`config.mk`:
```
export PLATFORM = sky130hd
export DESIGN_NAME = led_mode_controller
export DESIGN_NICKNAME = d
export VERILOG_FILES = /design/src/rtl/led_ctrl_pkg.sv /design/src/rtl/button_debounce.sv /design/src/rtl/led_mode_controller.sv
export SDC_FILE = /design/constraint.sdc
export NUM_CORES = 1
export LEC_CHECK = 0
export BUFFER_PORTS_ARGS = -buffer_cell sky130_fd_sc_hd__buf_2
export CORE_AREA = 2 2 113 71
export DETAILED_ROUTE_END_ITERATION = 16
export DIE_AREA = 0 0 115 73
export PLACE_DENSITY_LB_ADDON = 0.2
export RECOVER_POWER = 25
export REMOVE_ABC_BUFFERS = 1
export SYNTH_ARGS = -nofsm -noshare
export SYNTH_HDL_FRONTEND = slang
export SYNTH_HIERARCHICAL = 1
export SYNTH_SLANG_ARGS = --single-unit
```
`constraint.sdc`:
```
create_clock -name clock -period 3.35 [get_ports clock]
set_input_delay 0.5025 -clock clock [delete_from_list [all_inputs] [get_ports clock]]
set_output_delay 0.5025 -clock clock [all_outputs]
set_load 0.005 [all_outputs]
```
`src/rtl/led_ctrl_pkg.sv`:
```
// led_ctrl_pkg: mode encodings and LED drive constants shared by the front-panel controller
package led_ctrl_pkg;
  typedef enum logic [1:0] {
    MODE_COUNT  = 2'd0,
    MODE_SCAN   = 2'd1,
    MODE_BLINK  = 2'd2,
    MODE_FREEZE = 2'd3
  } mode_t;
  localparam logic [7:0] LED_ALL_OFF = 8'hFF;
  localparam logic [7:0] LED_ALL_ON  = 8'h00;
endpackage

```
`src/rtl/button_debounce.sv`:
```
// button_debounce: syncs and debounces pushbutton, pulses press_evt once per debounced rise seen after a real low (clock, reset, pushbutton -> press_evt)
module button_debounce #(
  parameter int DEBOUNCE_CYCLES = 1_330_000
) (
  input  logic clock,
  input  logic reset,
  input  logic pushbutton,
  output logic press_evt
);
  localparam int CW = $clog2(DEBOUNCE_CYCLES);
  logic [1:0] sync_ff, sync_vld;
  logic btn_sync, btn_db, db_q, armed;
  logic [CW-1:0] stable_cnt;
  assign btn_sync = sync_ff[1];
  assign press_evt = btn_db & ~db_q & armed;
  always_ff @(posedge clock) begin
    if (reset) begin
      sync_ff <= '0;
      sync_vld <= '0;
      btn_db <= 1'b0;
      db_q <= 1'b0;
      armed <= 1'b0;
      stable_cnt <= '0;
    end else begin
      sync_ff <= {sync_ff[0], pushbutton};
      sync_vld <= {sync_vld[0], 1'b1};
      db_q <= btn_db;
      armed <= armed | (sync_vld[1] & ~btn_sync);
      if (btn_sync == btn_db) stable_cnt <= '0;
      else if (stable_cnt == CW'(DEBOUNCE_CYCLES - 1)) begin
        btn_db <= btn_sync;
        stable_cnt <= '0;
      end else stable_cnt <= stable_cnt + 1'b1;
    end
  end
endmodule

```
`src/rtl/led_mode_controller.sv`:
```
// led_mode_controller: four-mode LED bank controller (clock, reset, pushbutton, count_byte -> counter_enable, leds active-low)
module led_mode_controller
  import led_ctrl_pkg::*;
#(
  parameter int DEBOUNCE_CYCLES = 1_330_000,
  parameter int TICK_DIV = 16_625_000
) (
  input  logic       clock,
  input  logic       reset,
  input  logic       pushbutton,
  input  logic [7:0] count_byte,
  output logic       counter_enable,
  output logic [7:0] leds
);
  localparam int PW = $clog2(TICK_DIV);
  mode_t mode;
  logic press_evt, tick, scan_up, blink_ph;
  logic [PW-1:0] presc;
  logic [2:0] scan_pos;
  logic [7:0] pattern;
  button_debounce #(.DEBOUNCE_CYCLES(DEBOUNCE_CYCLES)) u_debounce (
    .clock(clock),
    .reset(reset),
    .pushbutton(pushbutton),
    .press_evt(press_evt)
  );
  assign tick = presc == PW'(TICK_DIV - 1);
  always_comb
    pattern = (mode == MODE_SCAN) ? ~(8'd1 << scan_pos) :
              (mode == MODE_BLINK) ? (blink_ph ? LED_ALL_ON : LED_ALL_OFF) : count_byte;
  always_ff @(posedge clock) begin
    if (reset) begin
      mode <= MODE_COUNT;
      presc <= '0;
      scan_pos <= '0;
      scan_up <= 1'b1;
      blink_ph <= 1'b0;
      leds <= LED_ALL_OFF;
      counter_enable <= 1'b0;
    end else begin
      leds <= pattern;
      counter_enable <= mode != MODE_FREEZE;
      if (press_evt) begin
        mode <= mode_t'(mode + 2'd1);
        presc <= '0;
        scan_pos <= '0;
        scan_up <= 1'b1;
        blink_ph <= 1'b0;
      end else begin
        presc <= tick ? '0 : presc + 1'b1;
        if (tick && mode == MODE_SCAN) begin
          scan_pos <= scan_up ? scan_pos + 3'd1 : scan_pos - 3'd1;
          if (scan_up && scan_pos == 3'd6) scan_up <= 1'b0;
          if (!scan_up && scan_pos == 3'd1) scan_up <= 1'b1;
        end
        if (tick && mode == MODE_BLINK) blink_ph <= ~blink_ph;
      end
    end
  end
endmodule

```
==> results.yml <==
sta:
  finalHoldViolations: 0
  finalSetupTns_ns: 0
  fin_ws_ns: 1.16
  rsz0062_at_grt: "false"
  fin_crit_ns: 2.19
  setup_viol: 0
  finalClockSkew_ns: 0.00571
  hold_ws_ns: 0.387
  fin_crit_sh: 0.653
  slew_headroom: 0.453
  max_freq_mhz: 457
  slew_viol_final: 0
  worstMarginPinSlew_ns: 0.820
floorplanning:
  rows: 25
  initial_core_util: 0.422
  core_area_um2: 7510
  die_area_um2: 8400
  num_io_pins: 20
  dieWidth_um: 115
  die_h_um: 73
yosys:
  netlist_area_um2: 3170
  synthCells: 363
  yosys_register_bits: 68
  synth_cell_types: 45
  syn_avg_cell_area_um2: 8.73
  seq_area_frac_synth: 0.429
  yosysWarnings: 6
worst_setup_path:
  crit_path_start_kind: "flop"
  path_delay_family: "simple AND/OR/NAND/NOR gates"
  critPathMaxFanout: 10
  reg2reg_to: "presc[22]$_SDFF_PP0_"
  path_buf_inv: 0
  cp.arrival_ns: 2.45
  crit_path_end_kind: "flop"
  cp_slowest_stage_delay_ns: 0.71
  reg2regPathDepth: 5
  rr_startpoint: "presc[0]$_SDFF_PP0_"
  crit_chain: "ha_1, nand4_1, or4_1, or4_4, a21oi_2"
  worstSetupPathType: "flop to flop"
  cp_slowest_cell: "or4_1"
  required_ns: 3.62
  r2r_slack_ns: 1.16
placement:
  pre_cts_ws_ns: 1.18
  hpwl_um: 4470
  placed_cells: 463
  gp_congestion: 0.854
  portBuffers: 19
  postPlaceCellArea_um2: 3330
drt:
  drtIter0Drc: 200
  routed_wl_um: 6440
  drt_first_pass_iters: 4
  viasPerCell: 5.30
  via_count: 2540
  drtAntennaViolNets: 0
  drc: 0
  post_drt_wl_per_cell_um: 13.4
layout:
  area_growth_pct: 14.5
  final_cell_count_no_fill: 479
  diodes: 0
  drive_gt1_frac: 0.119
  post-route-util: 0.484
  n_fill_cell: 701
  nets: 403
  fin_area_um2: 3630
global_routing:
  grt_pass1_vias: 2189
  grt_pass1_wl_um: 10900
  grt_overflow: 0
  grt_max_degree: 25
  grt_usage: 0.168
  antenna_found_initial: 0
hold_path:
  min_delay_path_depth: 2
  worstHoldEndpoint: "u_debounce/sync_ff[0]$_SDFF_PP0_"
  min_from: "pushbutton"
  hp-class: "input pin to flop"
clocking:
  clock_sinks: 68
  clk_pin_slew_ns: 0.05
  cts_setup_buffers: 0
  cts_buffers: 9
  clock_path_buffers: 2
  root_buffer: "clkbuf_16"
  htreeDepth: 3
  cts_tree: "yes"
  cts_hold_buf: 0
  cts_resized: 0
  clk_latency_ns: 0.33
run:
  max_cap_violations: 0
pwr:
  power.internal_mw: 1.46
  power.leakage_nw: 1.22
  p_sw_frac: 0.198
  p_total_mw: 1.81
  pwr-share-comb: 0.024
  p_sw_mw: 0.359
  clkPwrFrac: 0.520
  peakVddDrop_mv: 0.261
  pwr-share-seq: 0.456
  power-per-cell-area_nw_per_um2: 500
status:
  outcome: "finished clean"
-- placed cells by master (no fill, tap or decap), types with 2 or more instances in the layout --
master,netlist,routed
a211oi_1,7,7
a21o_1,2,2
a21oi_1,21,21
a31oi_1,4,4
and3_1,7,7
and4_1,2,2
buf_2,6,12
buf_4,0,2
clkbuf_1,9,8
clkbuf_16,0,9
clkbuf_8,0,2
clkinv_2,0,2
dfxtp_1,68,68
ha_1,12,12
inv_1,16,16
nand2_1,12,12
nand3_1,20,20
nand4_1,17,17
nor2_1,41,41
nor2b_1,5,5
nor3_1,8,8
nor4_1,8,8
nor4b_1,3,3
o21ai_0,12,11
o21ai_1,7,8
o31ai_1,4,4
or2_2,9,9
or3_1,10,10
or4_1,6,6
or4_4,2,2
xnor2_1,20,20
xor2_1,8,8
-- final cells by class --
cell class	instances	area (um2)	share of cell area
Sequential cell	68	1360	0.375
Tap cell	94	118	0.0324
Multi-Input combinational cell	264	1690	0.464
Clock inverter	4	47.5	0.0131
Clock buffer	12	256	0.0707
Inverter	16	60.1	0.0165
Timing Repair Buffer	21	101	0.0279
-- power by group through the flow --
stage | sequential [mW] | combinational, mW | clock [mW]
after floorplan | 0.845 | 0.0230 | 0
after detailed placement | 0.844 | 0.0444 | 0
after global placement | 0.844 | 0.0445 | 0
final | 0.828 | 0.0430 | 0.944
after CTS | 0.827 | 0.0447 | 0.974
after global routing | 0.829 | 0.0492 | 1.00
-- cell usage after synthesis --
cell type	instances	area, um2
dfxtp_1	68	1360
nor2_1	41	154
a21oi_1	21	105
nand3_1	20	100
xnor2_1	20	175
nand4_1	17	106
inv_1	16	60.1
ha_1	12	150
nand2_1	12	45.0
o21ai_0	12	60.1
or3_1	10	62.6
clkbuf_1	9	33.8
or2_2	9	56.3
nor3_1	8	40.0
nor4_1	8	50.1
xor2_1	8	70.1
a211oi_1	7	52.6
and3_1	7	43.8
o21ai_1	7	35.0
buf_2	6	30.0
or4_1	6	45.0
nor2b_1	5	31.3
a31oi_1	4	25.0
o31ai_1	4	30.0
nor4b_1	3	26.3
a21o_1	2	15.0
and4_1	2	17.5
or4_4	2	22.5
a21bo_2	1	10.0
a21oi_2	1	8.76
a2bb2oi_1	1	8.76
a31o_2	1	8.76
a41oi_1	1	8.76
and3b_1	1	8.76
and4_2	1	10.0
and4bb_2	1	12.5
nand2b_1	1	6.26
nand3b_1	1	7.51
nand4_4	1	21.3
nand4bb_1	1	11.3
nor3b_1	1	7.51
nor4bb_1	1	10.0
o21a_1	1	7.51
o31a_1	1	8.76
or4b_1	1	10.0
-- how the worst max path moves through the flow --
stage,slack (ns),startpoint,cells past startpoint,endpoint
after CTS,1.16,presc[0]$_SDFF_PP0_,5,presc[22]$_SDFF_PP0_
after global placement,1.22,presc[0]$_SDFF_PP0_,5,presc[22]$_SDFF_PP0_
final,1.16,presc[0]$_SDFF_PP0_,5,presc[22]$_SDFF_PP0_
after detailed placement,1.18,presc[0]$_SDFF_PP0_,5,presc[22]$_SDFF_PP0_
after global routing,1.0,presc[2]$_SDFF_PP0_,4,presc[21]$_SDFF_PP0_
after floorplan,1.02,u_debounce/stable_cnt[0]$_SDFF_PP0_,5,u_debounce/stable_cnt[10]$_SDFF_PP0_
-- sequential cells by signal (all words and copies together) (netlist names) --
register and cells:
blink_ph 1, counter_enable 1, leds 8, mode 2, presc 24, scan_pos 3, scan_up 1, u_debounce/armed 1
u_debounce/btn_db 1, u_debounce/db_q 1, u_debounce/stable_cnt 21, u_debounce/sync_ff 2, u_debounce/sync_vld 2
-- layer usage --
layer,track usage,routed length (um),vias to the layer above
met5,0,0,-
met4,0.0442,42,0
li1,-,-,1334
met1,0.253,3610,1160
met2,0.212,2420,42
met3,0.0756,373,4
-- kinds of logic (layout without fill, tap and decap cells) --
family / Yosys count / count (layout) / share of synthesized area
xor gates and xnor gates: 28 / 28 / 0.0773
AOI/OAI and AO/OA: 64 / 64 / 0.121
adders and majority gates: 12 / 12 / 0.0474
buffers and inverters: 31 / 53 / 0.0391
and+or+nand+nor: 160 / 160 / 0.286
DFF: 68 / 68 / 0.429
(Power assumes the default switching activity.)
